===== src/rtl/sfifo_ctrl.sv =====
// ----------------------------------------------------------------------------
// sfifo_ctrl -- synchronous FIFO controller for an external 1R/1W RAM
//
// The controller sequences a RAM whose read address is registered: read data
// returns one cycle after the address is sampled. It keeps the write/read
// pointers and the RAM occupancy, prefetches RAM reads, and holds a 2-entry
// first-word-fall-through output stage. The stage lets both streams run at
// 1 beat/cycle while still absorbing the one-cycle RAM read latency.
//
// Handshake: a beat moves on an interface at a rising edge where valid and
// ready are both 1. s_ready depends on state only, never on s_valid. m_valid
// depends on state only. Once m_valid is 1 it stays 1, with m_data stable,
// until the beat is popped or the FIFO is flushed.
//
// Ports:
//   clk, rst_n           clock, asynchronous active-low reset
//   flush                synchronous clear of all contents (priority)
//   s_valid/s_ready/s_data   push stream
//   m_valid/m_ready/m_data   pop stream (head of FIFO)
//   ram_wen/ram_wadr/ram_wdata   RAM write port
//   ram_radr/ram_rdata           RAM read port (registered address)
//   ram_level            entries currently held in RAM
//   afull                almost full, registered (only with SFIFO_AFULL_EN)
//
// Optional feature macro: SFIFO_AFULL_EN adds the afull output and the
// SFIFOAFTH parameter.
// ----------------------------------------------------------------------------
module sfifo_ctrl #(
    parameter int SFIFODW = 32,
    parameter int SFIFOAW = 2,
    parameter int SFIFODP = 4
`ifdef SFIFO_AFULL_EN
    ,
    parameter int SFIFOAFTH = 3
`endif
) (
    input  logic               clk,
    input  logic               rst_n,
    input  logic               flush,
    input  logic               s_valid,
    output logic               s_ready,
    input  logic [SFIFODW-1:0] s_data,
    output logic               m_valid,
    input  logic               m_ready,
    output logic [SFIFODW-1:0] m_data,
    output logic               ram_wen,
    output logic [SFIFOAW-1:0] ram_wadr,
    output logic [SFIFODW-1:0] ram_wdata,
    output logic [SFIFOAW-1:0] ram_radr,
    input  logic [SFIFODW-1:0] ram_rdata,
    output logic [SFIFOAW:0]   ram_level
`ifdef SFIFO_AFULL_EN
    ,
    output logic               afull
`endif
);

    localparam int LVLW = SFIFOAW + 1;
    localparam logic [LVLW-1:0]    LVL_DP  = LVLW'(SFIFODP);
    localparam logic [SFIFOAW-1:0] PTR_MAX = SFIFOAW'(SFIFODP - 1);

    logic [SFIFOAW-1:0] wr_ptr, rd_ptr;
    logic [LVLW-1:0]    lvl_q, lvl_nxt;
    logic               inflight;
    logic [1:0]         stage_cnt, stage_cnt_nxt, cnt_after_pop;
    logic [SFIFODW-1:0] stage0, stage1, stage0_nxt, stage1_nxt;
    logic               push, pop, issue;
    logic [2:0]         pending;

    // Depth need not be a power of two, so wrap explicitly.
    function automatic logic [SFIFOAW-1:0] ptr_inc(input logic [SFIFOAW-1:0] p);
        return (p == PTR_MAX) ? '0 : p + 1'b1;
    endfunction

    assign s_ready   = (lvl_q < LVL_DP);
    assign m_valid   = (stage_cnt != 2'd0);
    assign m_data    = stage0;
    assign ram_level = lvl_q;

    assign push = s_valid & s_ready & ~flush;
    assign pop  = m_valid & m_ready;

    // Stage slots already spoken for after this cycle's pop: held entries plus
    // the read returning at the next edge. Issue only if one slot remains.
    assign pending = {1'b0, stage_cnt} + {2'b00, inflight} - {2'b00, pop};
    assign issue   = (lvl_q != '0) & (pending < 3'd2) & ~flush;

    assign ram_wen   = push;
    assign ram_wadr  = wr_ptr;
    assign ram_wdata = s_data;
    assign ram_radr  = rd_ptr;

    assign lvl_nxt = lvl_q + {{SFIFOAW{1'b0}}, push} - {{SFIFOAW{1'b0}}, issue};

    // Output stage: shift on pop, then land returning RAM data in the lowest
    // free slot. The issue rule guarantees a free slot whenever inflight is set.
    always_comb begin
        cnt_after_pop = stage_cnt - {1'b0, pop};
        stage0_nxt    = stage0;
        stage1_nxt    = stage1;
        if (pop && (stage_cnt == 2'd2)) begin
            stage0_nxt = stage1;
        end
        if (inflight) begin
            if (cnt_after_pop == 2'd0) begin
                stage0_nxt = ram_rdata;
            end else begin
                stage1_nxt = ram_rdata;
            end
        end
        stage_cnt_nxt = cnt_after_pop + {1'b0, inflight};
    end

    always_ff @(posedge clk or negedge rst_n) begin
        if (!rst_n) begin
            wr_ptr    <= '0;
            rd_ptr    <= '0;
            lvl_q     <= '0;
            inflight  <= 1'b0;
            stage_cnt <= 2'd0;
            stage0    <= '0;
            stage1    <= '0;
        end else if (flush) begin
            // Data registers keep their contents; with stage_cnt=0 they are
            // don't-care, and an in-flight read is simply not captured.
            wr_ptr    <= '0;
            rd_ptr    <= '0;
            lvl_q     <= '0;
            inflight  <= 1'b0;
            stage_cnt <= 2'd0;
        end else begin
            if (push) begin
                wr_ptr <= ptr_inc(wr_ptr);
            end
            if (issue) begin
                rd_ptr <= ptr_inc(rd_ptr);
            end
            lvl_q     <= lvl_nxt;
            inflight  <= issue;
            stage_cnt <= stage_cnt_nxt;
            stage0    <= stage0_nxt;
            stage1    <= stage1_nxt;
        end
    end

`ifdef SFIFO_AFULL_EN
    always_ff @(posedge clk or negedge rst_n) begin
        if (!rst_n) begin
            afull <= 1'b0;
        end else if (flush) begin
            afull <= 1'b0;
        end else begin
            afull <= (lvl_nxt >= LVLW'(SFIFOAFTH));
        end
    end
`endif

endmodule


===== config.mk =====
export PLATFORM = sky130hd
export DESIGN_NAME = sfifo_ctrl
export DESIGN_NICKNAME = d
export VERILOG_FILES = /design/src/rtl/sfifo_ctrl.sv
export SDC_FILE = /design/constraint.sdc
export NUM_CORES = 1
export LEC_CHECK = 0
export CORE_ASPECT_RATIO = 2
export CORE_UTILIZATION = 44
export DETAILED_ROUTE_END_ITERATION = 16
export GPL_ROUTABILITY_DRIVEN = 0
export PLACE_DENSITY = 0.78
export SLEW_MARGIN = 20
export SYNTH_ARGS = -nofsm -noshare
export SYNTH_HDL_FRONTEND = slang
export SYNTH_SLANG_ARGS = --single-unit

===== constraint.sdc =====
create_clock -name clk -period 3.8 [get_ports clk]
set_input_delay 1.14 -clock clk [delete_from_list [all_inputs] [get_ports clk]]
set_output_delay 1.14 -clock clk [all_outputs]
set_load 0.05 [all_outputs]

==> impl_metrics.tcl, run 1 <==
set metrics [dict create \
    grt_max_degree 75 \
    ys_warn_count 0 \
    cp.required_ps 2660 \
    crit_arrival_ps 2320 \
    synthArstFlopShare_pct 100 \
    max_cap_viol_count 0 \
    area.growth.synth_to_final_pct 28.4 \
    drt_iter0_markers 133 \
    slew_violations 0 \
    final_cell_mix "75 x clkdlybuf4s50_1, 74 x dfrtp_1, 32 x and2_1, 32 x a221o_1, 30 x mux2_4" \
    routedWlPerCell_um 17.5 \
    drc 0 \
    via_count 2204 \
    slew_headroom_pct 37.5 \
    antenna_found_initial 0 \
    portBuffers 78 \
    clk_latency_ps 330 \
    cp_max_fo 3 \
    drive_gt1_share_pct 21.6 \
    avgSynthCellArea_um2 13.5 \
    period_needed_ps 3460 \
    num_io_pins 143 \
    start_util_pct 45.2 \
    cp-end-kind "output pin" \
    yosysUniqueCellTypes 27 \
    grt_pass1_wl_um 12000 \
    vias_per_cell 5.25 \
    rsz0062_at_grt "no" \
    firstDrtPassIters 4 \
    fp.coreArea_um2 7890 \
    finalSetupViolCount 0 \
    antenna_cells 0 \
    hpwl_um 4860 \
    synth-seq-cells 74 \
    syn_inst 265 \
    nets 395 \
    cts_buffer_depth 2 \
    skew_ps 8.19 \
    cts_root_buf "clkbuf_16" \
    ff2ff_path_depth 15 \
    place_area_um2 4220 \
    synth_edf_count 0 \
    die-area_um2 8490 \
    clock_sinks 74 \
    syn-num-nets 341 \
    layout.cells.non_filler 420 \
    cts_max_level 3 \
    postRouteAntennaNets 0 \
    dieWidth_um 65.7 \
    critPathKind "in2out" \
    cts_tree "built" \
    hold_viol 0 \
    wirelength_um 7360 \
    ir_drop_mv 0.470 \
    final_common_cell "clkdlybuf4s50_1" \
    rows 46 \
    placed_cells 404 \
    max_freq_ghz 0.289 \
    synth_area_um2 3570 \
    dieHeight_um 129 \
    timing.setup.tns_ps 0 \
    grt_use_total_pct 19.2 \
    worstHoldPathType "reg2reg" \
    cp-start-kind "input pin" \
    timing.final.crit_share_pct 91.0 \
    whs_path_depth 1 \
    power.density_nw_per_um2 891 \
    status "completed" \
    cts_buffers 9 \
    ys_seq_area_share_pct 51.9 \
    hold_slack_ps 497 \
    p_leak_nw 2.15 \
    synth_flop_cell "dfrtp_1" \
    worstMarginPinSlew_ps 937 \
    design_area_um2 4580 \
    grt_pass1_vias 2353 \
    grt-ovfl-total 0 \
    clkTransAtPathRegs_ps 50 \
    p_total_mw 4.08 \
]
-- cell families after synthesis --
family	after synthesis	share of synthesized area, %
AND/OR/NAND/NOR	56	9.40
buffers and inverters	52	10.2
multiplexers	34	13.8
adder cells (fa/ha/maj)	7	2.88
XOR/XNOR	6	1.47
flip-flops	74	51.9
AO/OA/AOI/OAI	36	10.3
-- registers in the layout, summed over array words and instances (netlist names) --
register,cells
inflight,1
stage1,32
ram_level,3
stage_cnt,2
ram_wadr,2
ram_radr,2
m_data,32
-- critical path, cell delays in order --
cell             delay [ps]
clkdlybuf4s50_1         440
nor2b_1                 220
nor2b_1                 330
buf_12                  180
-- layout make-up --
type | count | area [µm²]
timing repair buffer | 88 | 858
sequential | 74 | 1850
inverter | 7 | 26.3
fill | 653 | 3300
clock inverter | 4 | 97.6
multi-input combinational | 139 | 1370
tap | 96 | 120
clock buffer | 12 | 256
-- final timing paths --
path | end | slack (ps) | start
max reg2reg | ram_level[2] | 760 | stage_cnt[0]
max in group asynchronous | m_data[17] | 2220 | rst_n
min reg2reg | stage1[12] | 500 | stage1[12]
max | ram_wen | 340 | s_valid
min | stage1[12] | 500 | stage1[12]
min in group asynchronous | m_data[7] | 920 | rst_n
-- synthesized netlist by cell type (4+ instances only) --
master / count / area, µm²
buf_4: 32 / 240
nor2_1: 9 / 33.8
nor2b_1: 6 / 37.5
ha_1: 5 / 62.6
xnor2_1: 5 / 43.8
nand2_1: 4 / 15.0
and2_1: 32 / 200
clkbuf_1: 4 / 15.0
inv_1: 7 / 26.3
buf_6: 6 / 67.6
a221o_1: 32 / 320
mux2_4: 30 / 450
dfrtp_1: 74 / 1850
-- metrics by stage --
step | worst slack [ps] | util (%)
after floorplan | 125 | -
after global placement | -306 | 53.5
after detailed placement | -466 | 53.5
after CTS | 146 | 58.0
after global routing | 128 | 58.1
final | 343 | 58.1
-- routing by layer --
| metal | GRT usage [%] | vias up | wire length, µm |
|---|---|---|---|
| met4 | 12.1 | 0 | 163 |
| met5 | 0 | - | 0 |
| li1 | - | 1005 | - |
| met1 | 21.5 | 1130 | 2890 |
| met2 | 33.6 | 53 | 4070 |
| met3 | 2.20 | 16 | 246 |
-- timing repair --
action	in CTS	in global routing
gates resized for setup	1	4
pin swaps	0	1
setup endpoints to repair	1	1
endpoints found under the hold margin	0	0
hold buffers	0	0
buffers inserted	0	0
-- power breakdown --
part	switching, mW	leakage, nW	total [mW]	internal, mW
Clock	0.317	0.169	0.994	0.677
Combinational	0.966	1.02	1.76	0.795
Sequential	0.203	0.963	1.33	1.12
(Power assumes the default switching activity.)
==> run 2: changes to the inputs <==
--- a/config.mk
+++ b/config.mk
@@ -10,6 +10,7 @@
 export DETAILED_ROUTE_END_ITERATION = 16
 export GPL_ROUTABILITY_DRIVEN = 0
 export PLACE_DENSITY = 0.78
+export SETUP_SLACK_MARGIN = 0.1
 export SLEW_MARGIN = 20
 export SYNTH_ARGS = -nofsm -noshare
 export SYNTH_HDL_FRONTEND = slang
==> constraint.sdc (replaced) <==
create_clock -name clk -period 3.3 [get_ports clk]
set_input_delay 0.99 -clock clk [delete_from_list [all_inputs] [get_ports clk]]
set_output_delay 0.99 -clock clk [all_outputs]
set_load 0.05 [all_outputs]
==> run 2 against run 1 <==
Against the previous run:
- via count up 1.9%
- largest power group unchanged
- wire length grew 2.4%
- first-iteration DRC count down 3.0%
- sequential cell count unchanged
- cell count increased by 0.95%
==> impl_metrics.tcl, run 2 (synthesis results as in run 1) <==
set metrics [dict create \
    placed_cells 408 \
    area.growth.synth_to_final_pct 31.7 \
    cts_max_level 3 \
    dieHeight_um 129 \
    final_common_cell "clkdlybuf4s50_1" \
    ir_drop_mv 0.540 \
    timing.setup.tns_ps 0 \
    power.density_nw_per_um2 1000 \
    cp-end-kind "flip-flop" \
    clock_sinks 74 \
    whs_path_depth 1 \
    period_needed_ps 3200 \
    nets 400 \
    portBuffers 78 \
    final_cell_mix "75 x clkdlybuf4s50_1, 74 x dfrtp_1, 32 x and2_1, 32 x a221o_1, 30 x mux2_4" \
    postRouteAntennaNets 0 \
    clkTransAtPathRegs_ps 60 \
    hpwl_um 4950 \
    wirelength_um 7540 \
    cts_buffers 9 \
    busiest_layer "met2" \
    max_cap_viol_count 0 \
    crit_cells 15 \
    multiInputGateArea_um2 1420 \
    cp-start-kind "input pin" \
    slew_headroom_pct 37.6 \
    drive_gt1_share_pct 25.0 \
    crit_path_top_delay_cell "fa_2" \
    dieWidth_um 65.7 \
    use_met2_pct 32.0 \
    max_freq_ghz 0.313 \
    drt_iter0_markers 129 \
    grt_use_total_pct 19.4 \
    finalSetupViolCount 0 \
    regArea_um2 1850 \
    cts_tree "built" \
    critPathKind "in2reg" \
    p_total_mw 4.71 \
    via_count 2245 \
    cts_root_buf "clkbuf_16" \
    routedWlPerCell_um 17.8 \
    drc 0 \
    hold_viol 0 \
    fp.coreArea_um2 7890 \
    ff2ff_path_depth 14 \
    postCtsHoldBufs 0 \
    cp_max_fo 3 \
    clk_latency_ps 330 \
    cpPeakStageDelay_ps 540 \
    rsz0062_at_grt "yes" \
    antenna_found_initial 0 \
    grt-ovfl-total 0 \
    firstDrtPassIters 6 \
    grt_util_met1_pct 22.5 \
    antenna_cells 0 \
    layout.cells.non_filler 424 \
    p_leak_nw 2.21 \
    post-place-ws_ps -737 \
    slew_violations 0 \
    skew_ps 7.12 \
    cp.required_ps 3520 \
    path_buf_inv 3 \
    worstHoldPathType "reg2reg" \
    die-area_um2 8490 \
    crit_family "adder cells" \
    setup_ws_ps 104 \
    num_io_pins 143 \
    start_util_pct 45.2 \
    vias_per_cell 5.29 \
    grt_pass1_vias 2395 \
    hold_slack_ps 501 \
    status "completed" \
    grt_max_degree 75 \
    n_fill_cell 651 \
    rows 46 \
    met3_usage_pct 5.90 \
    timing.final.crit_share_pct 96.8 \
    crit_arrival_ps 3410 \
    cts_buffer_depth 2 \
    crit_chain "buf_8 -> nand3b_4 -> o21ai_4 -> nand2_2 -> fa_2 -> o311a_1 -> nor2b_4 -> ha_4 -> inv_2 -> ha_4 -> inv_2 -> fa_2 -> xnor2_2 -> xnor2_1 -> nor2_1" \
    worstMarginPinSlew_ps 936 \
    grt_pass1_wl_um 12100 \
]
[run 2: cell types whose count changed in the layout (fill, tap and decap cells not counted), sizes merged]
cell / previous run / this run
buf: 12 / 18
bufinv: 3 / 2
clkbuf: 13 / 10
clkinv: 0 / 3
clkinvlp: 1 / 0
[run 2: cell type report]
class,count,area share [%]
clock buffers,10,5.09
clock inverters,5,1.68
inverters,7,0.559
multi-input cells,139,30.3
flip-flops and latches,74,39.4
well taps,96,2.56
repair buffers,93,20.4
[run 2: path summary, 6_finish.rpt]
path                                 to  slack (ps)         start
setup / recovery           ram_level[2]         100       m_ready
max in group asynchronous  stage_cnt[1]        1890         rst_n
min in group asynchronous     m_data[5]         810         rst_n
setup reg to reg           ram_level[2]         330  stage_cnt[1]
hold / removal                stage1[4]         500     stage1[4]
hold reg to reg               stage1[4]         500     stage1[4]
[run 2: through the flow]
stage / utilization [%] / cell area [µm²]
floorplan: - / 3600
finish: 59.6 / 4700
CTS: 59.1 / 4660
global placement: 54.9 / 4330
global route: 59.6 / 4700
detailed placement: 54.9 / 4330
[run 2: what timing repair did]
item / 4_1_cts / 5_1_grt
endpoints found under the setup margin: 2 / 1
gates cloned: 0 / 0
pin swaps: 2 / 7
buffers inserted: 1 / 0
gates resized for setup: 5 / 11
[run 2: routing by layer]
metal / vias up / share of wire (%)
met5: - / 0
met3: 12 / 4.7
met1: 1152 / 38
li1: 1016 / -
met4: 0 / 1.5
met2: 65 / 55
[run 2: report_power, final]
group	total, mW	leakage [nW]	internal [mW]	switching, mW
sequential	1.53	0.963	1.29	0.239
clock	1.04	0.158	0.676	0.365
combinational	2.14	1.09	0.989	1.15
